### src/rtl/ps2_keymap_rx_if.sv
// Key/scan-code result bus from the PS/2 keymap receiver to the game core.
interface ps2_keymap_rx_if #(
    parameter int unsigned NUM_KEYS = 8
);
    logic [NUM_KEYS-1:0] key_state;
    logic [NUM_KEYS-1:0] key_press;
    logic [NUM_KEYS-1:0] key_release;
    logic                scan_valid;
    logic [7:0]          scan_code;
    logic                frame_err;

    modport master (
        output key_state, key_press, key_release, scan_valid, scan_code, frame_err
    );

    modport slave (
        input key_state, key_press, key_release, scan_valid, scan_code, frame_err
    );
endinterface

### src/rtl/ps2_keymap_rx.sv
// PS/2 keyboard receiver: frame validation, E0/F0 prefix decode, per-key held state and pulses.
// Optional macro PS2_TYPEMATIC_SUPPRESS_EN: key_press only fires on a key's first make.
module ps2_keymap_rx #(
    parameter int unsigned               NUM_KEYS    = 8,
    parameter logic [9*NUM_KEYS-1:0]     KEYMAP      = {9'h174, 9'h172, 9'h16B, 9'h175,
                                                        9'h023, 9'h01B, 9'h01C, 9'h01D},
    parameter int unsigned               FILTER_LEN  = 8,
    parameter int unsigned               TIMEOUT_CYC = 50000
) (
    input  logic             clk,
    input  logic             rst_n,
    input  logic             ps2_clk,
    input  logic             ps2_data,
    ps2_keymap_rx_if.master  kb
);
    localparam int unsigned FW = $clog2(FILTER_LEN + 1);
    localparam int unsigned TW = $clog2(TIMEOUT_CYC + 1);

    typedef enum logic [1:0] {
        IDLE   = 2'd0,
        DATA   = 2'd1,
        PARITY = 2'd2,
        STOP   = 2'd3
    } state_t;

    logic [1:0]          clk_sync;
    logic [1:0]          data_sync;
    logic                clk_filt;
    logic [FW-1:0]       flt_cnt;
    logic                fall;
    logic                bit_in;
    state_t              state;
    logic [2:0]          bit_cnt;
    logic [7:0]          shreg;
    logic                par_err;
    logic [TW-1:0]       tcnt;
    logic                ext;
    logic                brk;
    logic [NUM_KEYS-1:0] hit_c;

    // Synchroniser, glitch filter on ps2_clk, and registered fall strobe with its data sample
    always_ff @(posedge clk or negedge rst_n) begin
        if (!rst_n) begin
            clk_sync  <= 2'b11;
            data_sync <= 2'b11;
            clk_filt  <= 1'b1;
            flt_cnt   <= '0;
            fall      <= 1'b0;
            bit_in    <= 1'b1;
        end else begin
            clk_sync  <= {clk_sync[0], ps2_clk};
            data_sync <= {data_sync[0], ps2_data};
            fall      <= 1'b0;
            if (clk_sync[1] == clk_filt) begin
                flt_cnt <= '0;
            end else if (flt_cnt == FW'(FILTER_LEN - 1)) begin
                clk_filt <= clk_sync[1];
                flt_cnt  <= '0;
                fall     <= clk_filt;
                bit_in   <= data_sync[1];
            end else begin
                flt_cnt <= flt_cnt + FW'(1);
            end
        end
    end

    // Keys whose map entry equals the byte being completed under the current ext flag
    always_comb begin
        hit_c = '0;
        for (int unsigned i = 0; i < NUM_KEYS; i++) begin
            hit_c[i] = (KEYMAP[9*i +: 9] == {ext, shreg});
        end
    end

    // Frame FSM, timeout, prefix flags and key map update
    always_ff @(posedge clk or negedge rst_n) begin
        if (!rst_n) begin
            state          <= IDLE;
            bit_cnt        <= '0;
            shreg          <= '0;
            par_err        <= 1'b0;
            tcnt           <= '0;
            ext            <= 1'b0;
            brk            <= 1'b0;
            kb.key_state   <= '0;
            kb.key_press   <= '0;
            kb.key_release <= '0;
            kb.scan_valid  <= 1'b0;
            kb.scan_code   <= '0;
            kb.frame_err   <= 1'b0;
        end else begin
            kb.key_press   <= '0;
            kb.key_release <= '0;
            kb.scan_valid  <= 1'b0;
            kb.frame_err   <= 1'b0;

            if (fall) begin
                tcnt <= '0;
                unique case (state)
                    IDLE: begin
                        if (!bit_in) begin
                            state   <= DATA;
                            bit_cnt <= '0;
                            par_err <= 1'b0;
                        end
                    end
                    DATA: begin
                        shreg <= {bit_in, shreg[7:1]};
                        if (bit_cnt == 3'd7) state <= PARITY;
                        else                 bit_cnt <= bit_cnt + 3'd1;
                    end
                    PARITY: begin
                        par_err <= ~(^{shreg, bit_in});
                        state   <= STOP;
                    end
                    STOP: begin
                        state <= IDLE;
                        if (par_err || !bit_in) begin
                            kb.frame_err <= 1'b1;
                            ext          <= 1'b0;
                            brk          <= 1'b0;
                        end else begin
                            kb.scan_valid <= 1'b1;
                            kb.scan_code  <= shreg;
                            if (shreg == 8'hE0) begin
                                ext <= 1'b1;
                            end else if (shreg == 8'hF0) begin
                                brk <= 1'b1;
                            end else begin
                                ext <= 1'b0;
                                brk <= 1'b0;
                                if (brk) begin
                                    kb.key_state   <= kb.key_state & ~hit_c;
                                    kb.key_release <= kb.key_state & hit_c;
                                end else begin
                                    kb.key_state <= kb.key_state | hit_c;
`ifdef PS2_TYPEMATIC_SUPPRESS_EN
                                    kb.key_press <= hit_c & ~kb.key_state;
`else
                                    kb.key_press <= hit_c;
`endif
                                end
                            end
                        end
                    end
                    default: state <= IDLE;
                endcase
            end else if (state != IDLE) begin
                // Silence mid-frame: abandon the frame and any pending prefix
                if (tcnt == TW'(TIMEOUT_CYC - 1)) begin
                    state        <= IDLE;
                    tcnt         <= '0;
                    ext          <= 1'b0;
                    brk          <= 1'b0;
                    kb.frame_err <= 1'b1;
                end else begin
                    tcnt <= tcnt + TW'(1);
                end
            end
        end
    end
endmodule

### src/flat_wrapper.sv
// flat-port wrapper written by rule: the top's interface ports become plain ports
module ps2_keymap_rx_flat 
#(
    parameter int unsigned               NUM_KEYS    = 8,
    parameter logic [9*NUM_KEYS-1:0]     KEYMAP      = {9'h174, 9'h172, 9'h16B, 9'h175,
                                                        9'h023, 9'h01B, 9'h01C, 9'h01D},
    parameter int unsigned               FILTER_LEN  = 8,
    parameter int unsigned               TIMEOUT_CYC = 50000
)
  (clk, rst_n, ps2_clk, ps2_data, kb_key_state, kb_key_press, kb_key_release, kb_scan_valid, kb_scan_code, kb_frame_err);
  ps2_keymap_rx_if #(.NUM_KEYS(NUM_KEYS)) kb_i ();
  input  logic clk;
  input  logic rst_n;
  input  logic ps2_clk;
  input  logic ps2_data;
  output wire logic [$bits(kb_i.key_state)-1:0] kb_key_state;
  output wire logic [$bits(kb_i.key_press)-1:0] kb_key_press;
  output wire logic [$bits(kb_i.key_release)-1:0] kb_key_release;
  output wire logic [$bits(kb_i.scan_valid)-1:0] kb_scan_valid;
  output wire logic [$bits(kb_i.scan_code)-1:0] kb_scan_code;
  output wire logic [$bits(kb_i.frame_err)-1:0] kb_frame_err;
  assign kb_key_state = kb_i.key_state;
  assign kb_key_press = kb_i.key_press;
  assign kb_key_release = kb_i.key_release;
  assign kb_scan_valid = kb_i.scan_valid;
  assign kb_scan_code = kb_i.scan_code;
  assign kb_frame_err = kb_i.frame_err;
  ps2_keymap_rx #(.NUM_KEYS(NUM_KEYS), .KEYMAP(KEYMAP), .FILTER_LEN(FILTER_LEN), .TIMEOUT_CYC(TIMEOUT_CYC)) u_core (.clk(clk), .rst_n(rst_n), .ps2_clk(ps2_clk), .ps2_data(ps2_data), .kb(kb_i));
endmodule
### config.mk
export PLATFORM = sky130hd
export DESIGN_NAME = ps2_keymap_rx_flat
export DESIGN_NICKNAME = d
export VERILOG_FILES = /design/src/rtl/ps2_keymap_rx_if.sv /design/src/rtl/ps2_keymap_rx.sv /design/src/flat_wrapper.sv
export SDC_FILE = /design/constraint.sdc
export NUM_CORES = 1
export LEC_CHECK = 0
export CAP_MARGIN = 20
export CORE_MARGIN = 3
export CORE_UTILIZATION = 55
export DETAILED_ROUTE_END_ITERATION = 16
export PLACE_DENSITY_LB_ADDON = 0.15
export RECOVER_POWER = 100
export REMOVE_ABC_BUFFERS = 1
export SLEW_MARGIN = 10
export SYNTH_ARGS = -nofsm -noshare
export SYNTH_HDL_FRONTEND = slang
export SYNTH_SLANG_ARGS = --single-unit
export TNS_END_PERCENT = 20
### constraint.sdc
create_clock -name clk -period 2.55 [get_ports clk]
set_clock_uncertainty 0.05 [all_clocks]
set_input_delay 0.51 -clock clk [delete_from_list [all_inputs] [get_ports clk]]
set_output_delay 0.51 -clock clk [all_outputs]
set_load 0.005 [all_outputs]
# == Word level (Yosys, flattened, before mapping) ==
# Cells that the tools add are included.
# word_totals
regBits,77
in_bits,4
word_cells,124
out_inout_bits,34
# classes
n_reduce_logical,18
muxes,51
add_sub_neg,3
n_eq_ne,24
bitwise,9
# ops
cell,count
$mux W8,13
$mux W16,3
$eq A9 B9 Y1 const A,4
$eq A5 B9 Y1 const A,3
$mux W1,23
$add A16 B1 Y16 const B,1
$and A8 B8 Y8,2
$eq A16 B16 Y1 const B,1
$eq A8 B8 Y1 const B,2
$reduce_and A4 Y1,4
$mux W2,5
$reduce_bool A2 Y1,5
$eq A6 B9 Y1 const A,1
$ne A3 B3 Y1 const B,3
$reduce_xor A9 Y1,1
$mux W4,2
$not A8 Y8,1
$or A8 B8 Y8,1
$pmux W2 S4,1
$mux W3,2
$ne A2 B2 Y1 const B,3
$pmux W3 S2,1
$reduce_and A3 Y1,2
$not A1 Y1,5
other kinds (14),16

# == Longest topological paths before layout ==
# Gate-level depths: netlist (run 1).
# depth
word_depth,8
mapped_depth,8

# == Worst setup path after synthesis (run 1) ==
# Ideal clock, no wire load.
# synth_path
kind,flip-flop to flip-flop
from,register u_core.state[0]
to,register (tool-made name)
path_buffers,0
setup_ps,118
stages_incl_launch_ff,7
synth_period_minus_slack_ps,1907
arrival_time_ps,1739
path_slack_ps,643
t_required_ps,2382
path_cell_list,dfrtp_1 > ha_1 > nand4b_2 > inv_2 > nand3_2 > or4b_4 > a21o_1
# synth_lines
element,line,text
from (decl),ps2_keymap_rx.sv:32,state_t state;
from (signal assigned),ps2_keymap_rx.sv:78,state <= IDLE;
from (signal assigned),ps2_keymap_rx.sv:102,state <= DATA;
from (signal assigned),ps2_keymap_rx.sv:109,if (bit_cnt == 3'd7) state <= PARITY;

==> impl_metrics.tcl, run 1 <==
set metrics [dict create \
    drt_pre_antenna_iters 4 \
    die_h_microns 85.0 \
    die-width_microns 85.0 \
    cts_tree "built" \
    gr-total-overflow 0 \
    synth_cells 315 \
    p_leak_nw 2.07 \
    grt.total_usage 0.194 \
    die_footprint_sq_um 7220 \
    clock_insertion_delay_worst_skew_ns 0.35 \
    endpoint_kind "flip-flop" \
    diodes 0 \
    synth_warnings 0 \
    r2r_setup_slack_ns 0.38 \
    placement.io_buffers 37 \
    maxCapViolCount 1 \
    ys_seq_elements 77 \
    cts_sinks 77 \
    failed_checks "capacitance limit, slew limit" \
    synth.top_cell.area_share 0.518 \
    synth_top_flop_cell "sky130_fd_sc_hd__dfrtp_1" \
    clkTransAtPathRegs_ns 0.08 \
    routedWlPerCell_microns 14.2 \
    top_layer "met4" \
    max_slew_violation_count 35 \
    total_detailed_routing_wirelength_microns 6160 \
    std_cell_rows 28 \
    netlist_area_sq_um 3430 \
    achievable-frequency_mhz 462 \
    synthArstFlopShare 1.00 \
    met3RoutedLength_microns 282 \
    post_cts_buffers 0 \
    global_route_wire_length_before_repair_microns 11100 \
    io_pins 38 \
    synth_area_leader_cell "sky130_fd_sc_hd__dfrtp_1" \
    hp-class "flip-flop to flip-flop" \
    proportion_of_layout_cells_with_a_drive_suffix_above_1 0.106 \
    max-vdd-ir-drop_mv 0.479 \
    drt_drc_violations_left 0 \
    yosysSeqAreaShare 0.564 \
    postLayoutCellArea_sq_um 4070 \
    finish.cell_count_without_fillers 433 \
    number_of_buffers_on_the_longest_clock_path 2 \
    initial_utilization 0.572 \
    placed_cells_incl_taps 417 \
    rsz0062_at_grt "no" \
    num-nets-final 365 \
    worst-endpoint-required_ns 2.78 \
    syn_avg_cell_area_sq_um 10.9 \
    timing.final.crit_period_ns 2.17 \
    post-route-period-util 0.850 \
    ys_top_cells_by_area "sky130_fd_sc_hd__dfrtp_1 (52%), sky130_fd_sc_hd__nand2_1 (5.5%), sky130_fd_sc_hd__dfstp_2 (4.6%)" \
    timing.critical_path.slowest_stage_cell "sky130_fd_sc_hd__or4b_1" \
    detail_route.vias_per_cell 5.45 \
    met2_wirelength_microns 2830 \
    timing_hold_violations_final 0 \
    clock_tree.root_cell "sky130_fd_sc_hd__clkbuf_8" \
    grt_max_degree 44 \
    route.antenna.remaining_nets 0 \
    core_sq_um 5990 \
    startpoint_type "flip-flop" \
    grt_pass1_vias 2307 \
    worst-slew-pin-transition_ns 1.90 \
    detailroute.via_count 2360 \
    crit_arrival_ns 2.40 \
    drt-initial-drc-count 171 \
    start_to_end_type_of_the_worst_setup_path "flip-flop to flip-flop" \
    wirelength_met1_microns 3000 \
    setup-tns-final_ns 0 \
    cts_hold_repair.buffers 0 \
    synth_most_common_cell "sky130_fd_sc_hd__dfrtp_1" \
    crit_fanout 11 \
    areaGrowthSynthToFinish_pct 18.6 \
    cts_made_buffers 9 \
    cp_cell_sequence "ha_1 > nand4b_2 > inv_2 > nand3_1 > or4b_1 > nor2_1 > a21o_1" \
    synth_enable_flop_cells 0 \
    most_numerous_cell_types_in_the_synthesized_netlist "sky130_fd_sc_hd__dfrtp_1 (71), sky130_fd_sc_hd__nand2_1 (50), sky130_fd_sc_hd__nor2_1 (37), sky130_fd_sc_hd__xnor2_1 (14), sky130_fd_sc_hd__mux2_2 (12)" \
    antenna_violations_before_repair 0 \
    status "complete, but fails checks" \
    finalWeightedCongestion 0.853 \
    cts_resized 0 \
    slew-limit-headroom -0.268 \
    cpPeakStageDelay_ns 0.62 \
    placed_cell_area_sq_um 3860 \
    fin_hold_ws_ns 0.308 \
    power_per_cell_area_nw_per_um2 613 \
    dp.final_hpwl_microns 4260 \
    setup_viol_count_final 0 \
    synth.lib_cells_used.distinct 45 \
    htree_levels 3 \
]
==> power breakdown <==
| group | total, mW | switching (mW) | leakage [nW] | internal, mW |
|---|---|---|---|---|
| clock network | 1.05 | 0.461 | 0.117 | 0.586 |
| logic | 0.143 | 0.0765 | 0.899 | 0.0660 |
| registers | 1.30 | 0.0358 | 1.05 | 1.27 |
| total | 2.49 | 0.573 | 2.07 | 1.92 |
==> critical path, delay by kind of cell, from the launching register on <==
kind / cells / cell delay (ns)
simple gates: 4 / 1.09
flops: 1 / 0.42
fa+ha+maj: 1 / 0.24
buf+inv: 1 / 0.19
compound gates: 1 / 0.11
==> layer usage <==
metal | track usage | vias to the layer above
met5 | 0 | -
met4 | 0.0806 | 0
met3 | 0.0466 | 4
met2 | 0.277 | 49
met1 | 0.284 | 1151
li1 | - | 1156
==> per-stage QoR <==
step / power [mW] / util / setup slack (ns)
2_1_floorplan: 1.42 / - / 0.545
4_1_cts: 2.53 / 0.684 / 0.423
3_5_place_dp: 1.48 / 0.645 / 0.441
3_3_place_gp: 1.47 / 0.645 / 0.459
6_report: 2.49 / 0.679 / 0.384
5_1_grt: 2.60 / 0.679 / 0.134
==> area by class of cell <==
type,instances,area (sq um)
flip-flops and latches,77,1930
fillers,458,1920
multi-input cells,221,1400
repair buffers,39,388
clock buffers,10,138
clock inverters,6,95.1
well taps,75,93.8
inverters,5,18.8
==> final timing paths <==
| kind | start | to | cells past startpoint |
|---|---|---|---|
| worst max-delay path | u_core.state[0] | flip-flop | 7 |
| max in group asynchronous | rst_n | u_core.kb.key_release[7] | 1 |
| worst max register to register | u_core.state[0] | flip-flop | 7 |
| min in group asynchronous | rst_n | u_core.tcnt[13] | 1 |
| worst min-delay path | u_core.data_sync[0] | u_core.data_sync[1] | 0 |
| worst min register to register | u_core.data_sync[0] | u_core.data_sync[1] | 0 |
==> kinds of logic (layout without fill, tap and decap cells) <==
logic type | Yosys count | count (layout) | synth area share
AOI/OAI and AO/OA | 31 | 31 | 0.0631
xor gates and xnor gates | 21 | 21 | 0.0537
adders and majority gates | 8 | 8 | 0.0292
buffers and inverters | 17 | 60 | 0.0212
DFF | 77 | 77 | 0.564
muxes | 15 | 15 | 0.0482
and+or+nand+nor | 146 | 146 | 0.220
==> layout by cell type, fill, tap and decap left out, types with 9 or more instances in the layout <==
master / n
sky130_fd_sc_hd__clkbuf_8: 10
sky130_fd_sc_hd__dfrtp_1: 71
sky130_fd_sc_hd__dlygate4sd3_1: 36
sky130_fd_sc_hd__mux2_2: 12
sky130_fd_sc_hd__nand2_1: 50
sky130_fd_sc_hd__nand3_1: 9
sky130_fd_sc_hd__nor2_1: 37
sky130_fd_sc_hd__xnor2_1: 14
No activity file was read; power rests on OpenSTA's default activity.
==> run 2, diff against run 1 <==
--- a/config.mk
+++ b/config.mk
@@ -7,7 +7,7 @@
 export LEC_CHECK = 0
 export CAP_MARGIN = 20
 export CORE_MARGIN = 3
-export CORE_UTILIZATION = 55
+export CORE_UTILIZATION = 50
 export DETAILED_ROUTE_END_ITERATION = 16
 export PLACE_DENSITY_LB_ADDON = 0.15
 export RECOVER_POWER = 100
==> constraint.sdc (replaced) <==
create_clock -name clk -period 1.9 [get_ports clk]
set_clock_uncertainty 0.05 [all_clocks]
set_input_delay 0.38 -clock clk [delete_from_list [all_inputs] [get_ports clk]]
set_output_delay 0.38 -clock clk [all_outputs]
set_load 0.005 [all_outputs]
==> impl_metrics.tcl, run 2 (synthesized netlist as in run 1, its figures left out) <==
set metrics [dict create \
    share_of_power_burned_in_combinational_logic 0.065 \
    cp_cell_sequence "or4b_4 > nor4_4 > buf_4 > a21o_4 > buf_6 > buf_12 > nor2_1" \
    detailroute.via_count 2545 \
    core_sq_um 6490 \
    p_leak_nw 2.27 \
    worst_r2r_startpoint "u_core.tcnt[10]" \
    startpoint_type "flip-flop" \
    max-vdd-ir-drop_mv 0.586 \
    total_detailed_routing_wirelength_microns 7140 \
    switching_power_uw 774 \
    crit_end "u_core.tcnt[3]" \
    post-route-period-util 0.992 \
    power_per_cell_area_nw_per_um2 762 \
    total_power_mw 3.37 \
    number_of_buffers_on_the_longest_clock_path 2 \
    finalWeightedCongestion 0.839 \
    std_cell_rows 29 \
    diodes 0 \
    hp-class "flip-flop to flip-flop" \
    start_to_end_type_of_the_worst_setup_path "flip-flop to flip-flop" \
    critical_r2r_capture "u_core.tcnt[3]" \
    areaGrowthSynthToFinish_pct 28.9 \
    r2r_cells 7 \
    fin_hold_ws_ns 0.308 \
    final_core_utilization 0.680 \
    dp.final_hpwl_microns 4850 \
    mostFrequentLayoutCell "sky130_fd_sc_hd__dfrtp_1" \
    die_h_microns 88.8 \
    cts_tree "built" \
    routedWlPerCell_microns 15.1 \
    power.share.sequential 0.517 \
    achievable-frequency_mhz 531 \
    setup_ws_final_ns 0.0152 \
    placement.io_buffers 37 \
    grt_pass1_vias 2529 \
    worst-endpoint-required_ns 2.09 \
    drt_pre_antenna_iters 4 \
    die_footprint_sq_um 7890 \
    io_pins 38 \
    cts_sinks 77 \
    setup-tns-final_ns 0 \
    clockPowerShare 0.418 \
    cpPeakStageDelay_ns 0.55 \
    grt.total_usage 0.201 \
    critPathLaunch "u_core.tcnt[10]" \
    max_slew_violation_count 0 \
    internal-power_mw 2.59 \
    htree_levels 3 \
    maxCapViolCount 0 \
    die-width_microns 88.8 \
    clkTransAtPathRegs_ns 0.08 \
    slew-limit-headroom 0.381 \
    drt-initial-drc-count 130 \
    antenna_violations_before_repair 0 \
    detail_route.vias_per_cell 5.38 \
    filler_cell_count 482 \
    setup_viol_count_final 0 \
    cts_made_buffers 9 \
    timing.final.crit_period_ns 1.88 \
    timing.critical_path.slowest_stage_cell "sky130_fd_sc_hd__or4b_4" \
    crit_arrival_ns 2.08 \
    timing_hold_violations_final 0 \
    switching_share 0.230 \
    postLayoutCellArea_sq_um 4420 \
    rsz0062_at_grt "yes" \
    final_cell_mix "sky130_fd_sc_hd__dfrtp_1 (70), sky130_fd_sc_hd__nand2_1 (50), sky130_fd_sc_hd__nor2_1 (37), sky130_fd_sc_hd__dlygate4sd3_1 (37), sky130_fd_sc_hd__buf_4 (30)" \
    endpoint_kind "flip-flop" \
    finish.cell_count_without_fillers 473 \
    clock_tree.root_cell "sky130_fd_sc_hd__clkbuf_8" \
    worst_setup_slack_before_clock_tree_synthesis_ns -0.0125 \
    crit_fanout 6 \
    initial_utilization 0.528 \
    num-nets-final 403 \
    placed_cells_incl_taps 450 \
    global_route_wire_length_before_repair_microns 12000 \
    grt_max_degree 39 \
    clock_insertion_delay_worst_skew_ns 0.35 \
    route.antenna.remaining_nets 0 \
    drt_drc_violations_left 0 \
    status "completed" \
    worst-slew-pin-transition_ns 0.929 \
    r2r_setup_slack_ns 0.02 \
    gr-total-overflow 0 \
    proportion_of_layout_cells_with_a_drive_suffix_above_1 0.217 \
    placed_cell_area_sq_um 4110 \
]
==> run 2: cell types whose count changed in the layout (fill, tap and decap cells not counted), sizes merged <==
cell	before	now
clkbuf	12	16
dlygate4sd3	36	37
buf	1	34
==> run 2: cell type report <==
class,instances,area (sq um),share of cell area
Sequential cell,77,1940,0.438
Multi-Input combinational cell,221,1450,0.328
Timing Repair Buffer,77,687,0.155
Clock buffer,10,138,0.0312
Tap cell,77,96.3,0.0218
Clock inverter,6,95.1,0.0215
Inverter,5,18.8,0.00425
==> run 2: power by group through the flow <==
stage / Clock (mW) / Sequential [mW] / Combinational [mW]
after floorplan: 0 / 1.77 / 0.130
after global placement: 0 / 1.77 / 0.226
after detailed placement: 0 / 1.77 / 0.231
after CTS: 1.44 / 1.74 / 0.232
after global routing: 1.50 / 1.75 / 0.249
final: 1.41 / 1.74 / 0.218
==> run 2: worst min path at each step <==
stage                        start                          to  cells past startpoint  slack [ns]
3_5_place_dp    u_core.clk_sync[0]          u_core.clk_sync[1]                      0        0.30
5_1_grt        u_core.data_sync[0]         u_core.data_sync[1]                      0        0.31
3_3_place_gp    u_core.clk_sync[0]          u_core.clk_sync[1]                      0        0.30
4_1_cts        u_core.data_sync[0]         u_core.data_sync[1]                      0        0.31
2_1_floorplan                rst_n  asynchronous set/reset pin                      0        0.03
6_report       u_core.data_sync[0]         u_core.data_sync[1]                      0        0.31
==> run 2: critical path: cells and delay by family (launching register included) <==
kind | cells | cell delay, ns
buf+inv | 3 | 0.39
flops | 1 | 0.39
compound gates | 1 | 0.14
simple gates | 3 | 0.81
==> run 2: per-layer routing <==
metal | part of all wire | GRT usage | up-vias
met5 | 0 | 0 | -
met4 | 0.014 | 0.0879 | 0
met3 | 0.028 | 0.0419 | 6
met2 | 0.47 | 0.300 | 39
met1 | 0.49 | 0.284 | 1265
li1 | - | - | 1235
==> run 2: what timing repair did <==
item	in CTS	in global routing
hold endpoints to repair	36	0
gates resized for setup	4	10
hold buffers	1	0
setup endpoints to repair	2	26
cloned	1	0
pin swaps	6	3
setup buffers	5	1
==> run 3, diff against run 2 <==
==> constraint.sdc (replaced) <==
create_clock -name clk -period 1.9 [get_ports clk]
set_clock_uncertainty 0.05 [all_clocks]
set_input_delay 0.475 -clock clk [delete_from_list [all_inputs] [get_ports clk]]
set_output_delay 0.475 -clock clk [all_outputs]
set_load 0.005 [all_outputs]
==> impl_metrics.tcl, run 3 (synthesized netlist as in run 1, its figures left out) <==
set metrics [dict create \
    status "completed" \
    drt_drc_violations_left 0 \
    clock_insertion_delay_worst_skew_ns 0.33 \
    cp_cell_sequence "dlygate4sd3_1" \
    setup_viol_count_final 0 \
    grt_pass1_vias 2399 \
    top_layer "met4" \
    die_h_microns 88.8 \
    power_per_cell_area_nw_per_um2 778 \
    final_core_utilization 0.681 \
    r2r_cells 7 \
    worst-slew-pin-transition_ns 0.582 \
    cpPeakStageDelay_ns 0.58 \
    share_of_power_burned_in_combinational_logic 0.066 \
    worst-endpoint-required_ns 1.37 \
    max-vdd-ir-drop_mv 0.750 \
    hold_start "u_core.clk_sync[0]" \
    setup_ws_final_ns 0.0634 \
    wirelength_met1_microns 3240 \
    detail_route.vias_per_cell 5.24 \
    finalWeightedCongestion 0.830 \
    clock_tree.root_cell "sky130_fd_sc_hd__clkbuf_8" \
    io_pins 38 \
    crit_fanout 3 \
    routedWlPerCell_microns 14.2 \
    timing.final.crit_period_ns 1.84 \
    cts_made_buffers 9 \
    num-nets-final 404 \
    achievable-frequency_mhz 544 \
    internal-power_mw 2.72 \
    grt.total_usage 0.189 \
    met2_wirelength_microns 3180 \
    switching_power_uw 725 \
    slew-limit-headroom 0.612 \
    global_route_wire_length_before_repair_microns 11500 \
    dp.final_hpwl_microns 4810 \
    initial_utilization 0.528 \
    std_cell_rows 29 \
    power.share.sequential 0.504 \
    detailroute.via_count 2482 \
    clkTransAtPathRegs_ns 0.08 \
    total_detailed_routing_wirelength_microns 6710 \
    critical_r2r_capture "u_core.tcnt[11]" \
    die-width_microns 88.8 \
    areaGrowthSynthToFinish_pct 28.9 \
    crit_family "buffers and inverters" \
    placement.io_buffers 37 \
    timing_hold_violations_final 0 \
    setup-tns-final_ns 0 \
    holdPathEnd "u_core.clk_sync[1]" \
    crit_arrival_ns 1.31 \
    cts_sinks 77 \
    proportion_of_layout_cells_with_a_drive_suffix_above_1 0.209 \
    cts_tree "built" \
    route.antenna.remaining_nets 0 \
    clockPowerShare 0.429 \
    mostFrequentLayoutCell "sky130_fd_sc_hd__dfrtp_1" \
    post-route-period-util 0.967 \
    timing.critical_path.slowest_stage_cell "sky130_fd_sc_hd__dlygate4sd3_1" \
    final_cell_mix "sky130_fd_sc_hd__dfrtp_1 (71), sky130_fd_sc_hd__nand2_1 (50), sky130_fd_sc_hd__nor2_1 (37), sky130_fd_sc_hd__dlygate4sd3_1 (36), sky130_fd_sc_hd__buf_4 (32)" \
    r2r_setup_slack_ns 0.07 \
    diodes 0 \
    max_slew_violation_count 0 \
    endpoint_kind "output pin" \
    core_sq_um 6490 \
    number_of_buffers_on_the_longest_clock_path 2 \
    cp.buffers_inverters 1 \
    gr-total-overflow 0 \
    grt_max_degree 27 \
    die_footprint_sq_um 7890 \
    filler_cell_count 495 \
    switching_share 0.211 \
    min_delay_path_depth 0 \
    htree_levels 3 \
    p_leak_nw 2.26 \
    startpoint_type "flip-flop" \
    maxCapViolCount 0 \
    antenna_violations_before_repair 0 \
    worst_r2r_startpoint "u_core.tcnt[13]" \
    drt_pre_antenna_iters 4 \
    hp-class "flip-flop to flip-flop" \
    start_to_end_type_of_the_worst_setup_path "flip-flop to output pin" \
    worst_setup_slack_before_clock_tree_synthesis_ns 0.00167 \
    drt-initial-drc-count 105 \
    met3RoutedLength_microns 216 \
    rsz0062_at_grt "yes" \
]
run 3: changes by cell type in the layout (fill, tap and decap cells not counted), sizes merged:
cell,before,now
clkinv,3,2
bufinv,2,3
clkbuf,16,17
clkdlybuf4s50,0,1
dlygate4sd3,37,36
run 3: worst max-delay path by stage:
stage | start | endpoint | slack, ns | cells past startpoint
6_report | flip-flop | kb_key_state[7] | 0.06 | 1
2_1_floorplan | u_core.state[0] | flip-flop | -0.10 | 6
5_1_grt | u_core.state[1] | flip-flop | -0.03 | 7
3_3_place_gp | u_core.tcnt[10] | u_core.state[0] | 0.05 | 6
3_5_place_dp | u_core.tcnt[10] | u_core.state[0] | 0.002 | 6
4_1_cts | u_core.tcnt[10] | u_core.state[0] | -0.003 | 6
run 3: power by group through the flow:
stage	Sequential, mW	Clock, mW	Combinational (mW)
2_1_floorplan	1.77	0	0.130
6_report	1.74	1.48	0.228
5_1_grt	1.74	1.58	0.265
3_3_place_gp	1.77	0	0.228
4_1_cts	1.74	1.52	0.237
3_5_place_dp	1.77	0	0.233
run 3: cell type report:
class                   count  area (sq um)  area share
repair buffers             78           687       0.155
flip-flops and latches     77          1930       0.438
well taps                  77          96.3      0.0218
inverters                   5          18.8     0.00425
multi-input cells         221          1440       0.325
clock buffers              10           138      0.0311
clock inverters             6           109      0.0246
run 3: repair_timing:
item / CTS / global route
pin swaps: 1 / 2
gates resized for setup: 0 / 6
endpoints found under the hold margin: 21 / 0
cloned: 0 / 1
buffers inserted: 1 / 4
endpoints found under the setup margin: 2 / 24
hold buffers: 1 / 0
run 3: metrics by stage:
step | std cells | hold slack, ns | instance area [sq um] | total power, mW
3_5_place_dp | 451 | 0.298 | 4120 | 2.01
2_1_floorplan | 303 | 0.129 | 3370 | 1.90
4_1_cts | 469 | 0.310 | 4380 | 3.50
5_1_grt | 474 | 0.311 | 4420 | 3.59
6_report | 474 | 0.308 | 4420 | 3.44
3_3_place_gp | 451 | 0.296 | 4120 | 2.00
run 3: per-layer routing:
| layer | vias up | track usage |
|---|---|---|
| met1 | 1208 | 0.280 |
| met5 | - | 0 |
| li1 | 1227 | - |
| met2 | 41 | 0.278 |
| met3 | 6 | 0.0428 |
| met4 | 0 | 0.0577 |
